`src/rtl/shader_loader.sv`:
```
`default_nettype none
// ============================================================================
// Module   : shader_loader
// Brief    : SPI (mode 0, MSB first) program loader that appends each
//            received byte to the circular shader instruction memory and
//            passes executor shift requests through when no frame is active.
// Revision : 1.0 - initial release
// ============================================================================
module shader_loader #(
  parameter int NUM_INSTR = 16
) (
  input  logic       clk_i,
  input  logic       rst_ni,
  input  logic       spi_sclk_i,
  input  logic       spi_mosi_i,
  input  logic       spi_cs_ni,
  input  logic       exec_shift_i,
  output logic       shift_o,
  output logic       load_o,
  output logic [7:0] instr_o,
  output logic       loading_o,
  output logic       done_o
);

  localparam int                CNT_W    = (NUM_INSTR > 1) ? $clog2(NUM_INSTR) : 1;
  localparam logic [CNT_W-1:0]  LAST_IDX = CNT_W'(NUM_INSTR - 1);

  typedef enum logic [1:0] {
    IDLE   = 2'd0,
    RECV   = 2'd1,
    COMMIT = 2'd2
  } state_t;

  state_t            state;
  state_t            state_next;

  logic [2:0]        sclk_sync;
  logic [1:0]        mosi_sync;
  logic [2:0]        cs_sync;
  logic [1:0]        primed;
  logic              armed;

  logic [2:0]        bit_cnt;
  logic [CNT_W-1:0]  byte_cnt;
  logic [7:0]        shreg;
  logic [7:0]        instr_q;

  logic              sclk_rise;
  logic              cs_fall;
  logic              cs_rise;
  logic [7:0]        byte_next;

  logic              frame_start;
  logic              take_bit;
  logic              abort;
  logic              commit;

  // Synchronise the SPI pins and track whether cs has genuinely been seen high
  always_ff @(posedge clk_i or negedge rst_ni) begin
    if (!rst_ni) begin
      sclk_sync <= 3'b000;
      mosi_sync <= 2'b00;
      cs_sync   <= 3'b111;
      primed    <= 2'b00;
      armed     <= 1'b0;
    end else begin
      sclk_sync <= {sclk_sync[1:0], spi_sclk_i};
      mosi_sync <= {mosi_sync[0], spi_mosi_i};
      cs_sync   <= {cs_sync[1:0], spi_cs_ni};
      // The cs synchroniser holds its reset value for two cycles; only a high
      // level actually sampled from the pin may arm frame detection, so a cs
      // held low across reset never looks like a falling edge.
      primed    <= {primed[0], 1'b1};
      armed     <= armed | (primed[1] & cs_sync[1]);
    end
  end

  assign sclk_rise = sclk_sync[1] & ~sclk_sync[2];
  assign cs_fall   = ~cs_sync[1] & cs_sync[2] & armed;
  assign cs_rise   = cs_sync[1] & ~cs_sync[2];
  assign byte_next = {shreg[6:0], mosi_sync[1]};

  // State register
  always_ff @(posedge clk_i or negedge rst_ni) begin
    if (!rst_ni) begin
      state <= IDLE;
    end else begin
      state <= state_next;
    end
  end

  // Next-state decode and memory command outputs
  always_comb begin
    state_next  = state;
    shift_o     = 1'b0;
    load_o      = 1'b0;
    loading_o   = 1'b0;
    done_o      = 1'b0;
    frame_start = 1'b0;
    take_bit    = 1'b0;
    abort       = 1'b0;
    commit      = 1'b0;
    case (state)
      IDLE: begin
        shift_o = exec_shift_i;
        if (cs_fall) begin
          frame_start = 1'b1;
          state_next  = RECV;
        end
      end
      RECV: begin
        loading_o = 1'b1;
        if (cs_rise) begin
          abort      = 1'b1;
          state_next = IDLE;
        end else if (sclk_rise) begin
          take_bit = 1'b1;
          if (bit_cnt == 3'd7) begin
            state_next = COMMIT;
          end
        end
      end
      COMMIT: begin
        loading_o  = 1'b1;
        shift_o    = 1'b1;
        load_o     = 1'b1;
        commit     = 1'b1;
        done_o     = (byte_cnt == LAST_IDX);
        state_next = cs_rise ? IDLE : RECV;
      end
      default: begin
        state_next = IDLE;
      end
    endcase
  end

  // Bit/byte counters, shift register and the registered output byte
  always_ff @(posedge clk_i or negedge rst_ni) begin
    if (!rst_ni) begin
      bit_cnt  <= 3'd0;
      byte_cnt <= '0;
      shreg    <= 8'h00;
      instr_q  <= 8'h00;
    end else begin
      if (frame_start) begin
        bit_cnt  <= 3'd0;
        byte_cnt <= '0;
      end
      if (abort) begin
        bit_cnt <= 3'd0;
      end
      if (take_bit) begin
        shreg   <= byte_next;
        bit_cnt <= bit_cnt + 3'd1;
        if (bit_cnt == 3'd7) begin
          instr_q <= byte_next;
        end
      end
      if (commit) begin
        // Power-of-two depth: natural overflow gives the modulo wrap
        byte_cnt <= byte_cnt + CNT_W'(1);
      end
    end
  end

  assign instr_o = instr_q;

endmodule
`default_nettype wire

```
`config.mk`:
```
export PLATFORM = sky130hd
export DESIGN_NAME = shader_loader
export DESIGN_NICKNAME = d
export VERILOG_FILES = /design/src/rtl/shader_loader.sv
export SDC_FILE = /design/constraint.sdc
export NUM_CORES = 1
export LEC_CHECK = 0
export BUFFER_PORTS_ARGS = -buffer_cell sky130_fd_sc_hd__clkbuf_2
export CORE_MARGIN = 2
export CORE_UTILIZATION = 45
export CTS_BUF_LIST = sky130_fd_sc_hd__clkbuf_2 sky130_fd_sc_hd__clkbuf_4 sky130_fd_sc_hd__clkbuf_8
export DETAILED_ROUTE_END_ITERATION = 12
export PLACE_DENSITY = 0.75
export SLEW_MARGIN = 5
export SYNTH_ARGS = -nofsm -noshare
export SYNTH_HDL_FRONTEND = slang
export SYNTH_SLANG_ARGS = --single-unit
```
`constraint.sdc`:
```
create_clock -name clk_i -period 2.49 [get_ports clk_i]
set_input_delay 0.249 -clock clk_i [delete_from_list [all_inputs] [get_ports clk_i]]
set_output_delay 0.249 -clock clk_i [all_outputs]
set_load 0.01 [all_outputs]
```
Yosys cells after proc, flatten, opt, wreduce, memory -nomap -nowiden
Index checks and enable logic that the tools add are counted.

Add/sub/neg operators: 2. Equality and inequality tests: 7. Muxes and demuxes: 22. Bitwise operators: 9. Reductions and logical operators: 6.

Operators with widths (number): two-way mux 1 bit (11); two-way mux 3 bit (3); two-way mux 2 bit (4); two-way mux 4 bit (2); inequality test 3 bit, second input constant (2); case mux 2 bit (3 select lines) (1); bitwise AND 1 bit (5); adder 4 x 1 -> 4 bit, second input constant (1); equality test 4 bit, second input constant (1); adder 3 x 1 -> 3 bit, second input constant (1); equality test 3 bit, second input constant (1); NOT 1 bit (3); AND reduction 3 bit (1); nonzero test 3 bit (1); equality test 2 x 1 -> 1 bit, second input constant (1); equality test 2 bit, second input constant (1); zero test 2 bit (1); inequality test 2 bit, second input constant (1); case mux 1 bit (2 select lines) (1); AND reduction 2 bit (1); nonzero test 2 bit (1); OR reduction 2 bit (1); bitwise OR 1 bit (1).

Register bits after elaboration: 35. Bits of input ports: 6. Output and inout bits: 12. Logic and storage cells: 56.

Logic depth before layout (Yosys ltp)
Word-level depth: 8. Mapped depth: 6. Gate-level depth less buffers: 6.

Least setup slack after synthesis
Ideal clock, no wire load.

Path type: register -> output. Start: reg state[0]. End: out done_o. Data arrival time: 1215 ps. Data required time: 2241 ps. Path slack: 1026 ps. Cell stages (with the launch flop): 5. Buffers on the path: 1. Cell sequence: dfrtp_1 inv_1 ha_1 clkbuf_1 and4_1.

Word-level cells in the longest chain between the ends: 2.

Ends and longest elaborated chain: from (decl) (RTL line 34) `state_t state;`; from (signal assigned) (RTL line 88) `state <= state_next;`; equality test 2 bit (RTL line 103) `case (state)`; two-way mux 1 bit (RTL line 103); to (decl) (RTL line 22) `output logic done_o`.

Every way passes these cells.

Final worst setup path
Same ends and word-level chain as after synthesis.

==> results by group <==
Layout
  • Multi-input gate area: 551 µm²
  • NumNets Final: 136
  • Finished Core Util: 0.543
  • Diode count: 0
  • Layout cell share with drive strength beyond 1: 0.419
  • FF/Latch Area: 880 µm²
  • # fillers: 263
  • Area grow syn2layout: 14.6%

Power and ir drop
  • Leak: 0.855 nW
  • VDD IR max: 0.427 mV
  • Total power: 1.31 mW
  • Pwr dens: 784 nW/µm²

Worst setup path
  • WP data required: 2.24 ns
  • Critical path type: register to output pin
  • Critical path fanouts, max: 10
  • Crit path DAT: 1.59 ns
  • Startpoint types: register
  • CP Capture Type: output pin

STA
  • Slew margin rel.: 0.453
  • Fmax achieved: 545 MHz
  • Final worst clock skew: 0.0121 ns
  • Setup TNS: 0 ns
  • Worst-Margin Slew: 0.821 ns
  • Period minus WS final: 1.83 ns
  • Pins Over Slew Limit: 0
  • Fin. Hold Viols: 25
  • Unrepaired setup endpoints after global routing: false
  • Hold WS: -0.0118 ns
  • Endpoints failing setup: 0
  • Final worst path period share: 0.737

Route
  • DR vias: 797
  • Initial DRC count: 14
  • Number of routed nets with antenna violations: 0
  • Detail-routed via count per cell: 4.74
  • DR WL/cell: 11.7 µm
  • DRT Wirelength: 1960 µm
  • Post-detailed-route DRC marker count: 0
  • Drt pass-1 iters: 3

Clock tree
  • H-tree depth: 2
  • Worst-Skew Late Latency: 0.34 ns
  • Reg clk slew, reported paths: 0.10 ns
  • Clock sink total: 35
  • CTS tree: built
  • Num CTS Buffers: 5
  • Root buf cell: clkbuf_4
  • Clock Tree Buf Depth: 2
  • Post-CTS sizing: 0

Yosys
  • Post-synthesis register bit count: 35
  • Top_reg_cell synth: dfrtp_1
  • Netlist cell types: 29
  • Post-synth top area share: 0.548
  • Synth async-reset ratio: 1.00
  • Mapped Nets: 111
  • Mean post-synth cell area: 14.9 µm²
  • Most common cell in the netlist: dfrtp_1
  • Dominant cells by area after synthesis: dfrtp_1 55%, mux2_4 8.2%, mux2_2 6.9%, ha_1 6.0%, dfstp_2 5.4%
  • Top cells by count, synth: 32 x dfrtp_1, 9 x mux2_2, 8 x mux2_4
  • Sequential cell area fraction in the yosys report: 0.602
  • Mapped Area: 1460 µm²
  • Post-synth EDFFs: 0
  • Post-synth top area cell: dfrtp_1
  • Syn Inst Count: 98
  • Yosys warning count: 0

Run
  • Max_cap viols: 0

Worst hold path
  • Hold Path Class: input port to asynchronous set/reset pin

Die
  • Io pins: 18
  • Row count: 20
  • Starting density of the core: 0.474
  • Die area: 3720 µm²
  • Core box area: 3080 µm²
  • Die Width: 61.0 µm
  • Height of the chip: 61.0 µm

Place
  • Post-DP HPWL: 1340 µm
  • Gpl congestion: 0.697
  • I/O Buffers: 17

Global route
  • Total track usage: 0.137
  • Largest net degree at the start of global routing: 36
  • Vias in the first global route: 787
  • Global route overflow: 0
  • First-pass GRT wire length: 3530 µm
  • Initial antenna violation count: 0

Status
  • Violated checks: negative hold slack
  • Status: finished with violations
worst max-delay path, cell delays in order, from the launching register on:
cell      delay [ns]
dfrtp_1         0.43
inv_1           0.09
ha_1            0.36
and4_1          0.24
clkbuf_2        0.13
path summary, 6_finish.rpt:
check	end	slack, ns	start	depth (start not counted)
min in group clk_i	cs_sync[1]	0.35	cs_sync[0]	0
worst max-delay path	done_o	0.66	state[0]	4
worst min-delay path	bit_cnt[1]	-0.01	rst_ni	1
worst min register to register	cs_sync[1]	0.35	cs_sync[0]	0
worst max register to register	shreg[0]	0.82	state[1]	4
max in group asynchronous	armed	1.98	rst_ni	1
flip-flops by register name, indices dropped and copies added (netlist names):
name	count
instr_o	8
shreg	7
byte_cnt	4
bit_cnt	3
cs_sync	3
sclk_sync	3
mosi_sync	2
primed	2
state	2
armed	1
stage by stage:
stage / cells / setup WS (ns) / area [µm²]
5_1_grt: 168 / 0.532 / 1670
3_5_place_dp: 157 / 0.826 / 1590
3_3_place_gp: 157 / 0.888 / 1590
6_report: 168 / 0.655 / 1670
2_1_floorplan: 98 / 1.03 / 1460
4_1_cts: 168 / 0.650 / 1670
layout make-up:
cell class,instances,area share
timing repair buffer,20,0.0688
clock buffer,7,0.0314
multi-input combinational,57,0.329
tap,44,0.0329
sequential,35,0.526
inverter,4,0.00898
clock inverter,1,0.00299
what timing repair did:
item | 4_1_cts | 5_1_grt
hold buffers | 3 | 0
buffers inserted | 0 | 0
endpoints found under the hold margin | 3 | 0
power breakdown:
part	total [mW]	internal (mW)	switching, mW
combinational	0.284	0.170	0.114
sequential	0.715	0.653	0.0624
clock	0.312	0.132	0.181
total	1.31	0.955	0.357
metal layers:
metal | vias to the layer above | global-route usage | wire [µm]
met5 | - | 0 | 0
met4 | 0 | 0.0745 | 49
met3 | 8 | 0.0704 | 100
met2 | 15 | 0.187 | 844
met1 | 389 | 0.177 | 969
li1 | 385 | - | -
placed cells by master (no fill, tap or decap), drive strengths merged, types with 2 or more instances in the layout:
cell and instances:
nand3 2, dfrtp 32, and2 2, a21o 2, ha 7, a22o 4, dlygate4sd3 3, o21ai 2
inv 4, mux2 17, clkbuf 24, nand2 4, a21oi 3, nor2 3, dfstp 3
logic make-up after synthesis:
logic type                 after synthesis  synth area share
other                                    1           0.00257
and+or+nand+nor                         17            0.0840
DFF                                     35             0.602
xor gates and xnor gates                 2            0.0120
AOI/OAI and AO/OA                       12            0.0600
muxes                                   18             0.159
adders and majority gates                7            0.0600
buffers and inverters                    6            0.0206
Power figures use the tool's default switching activity.
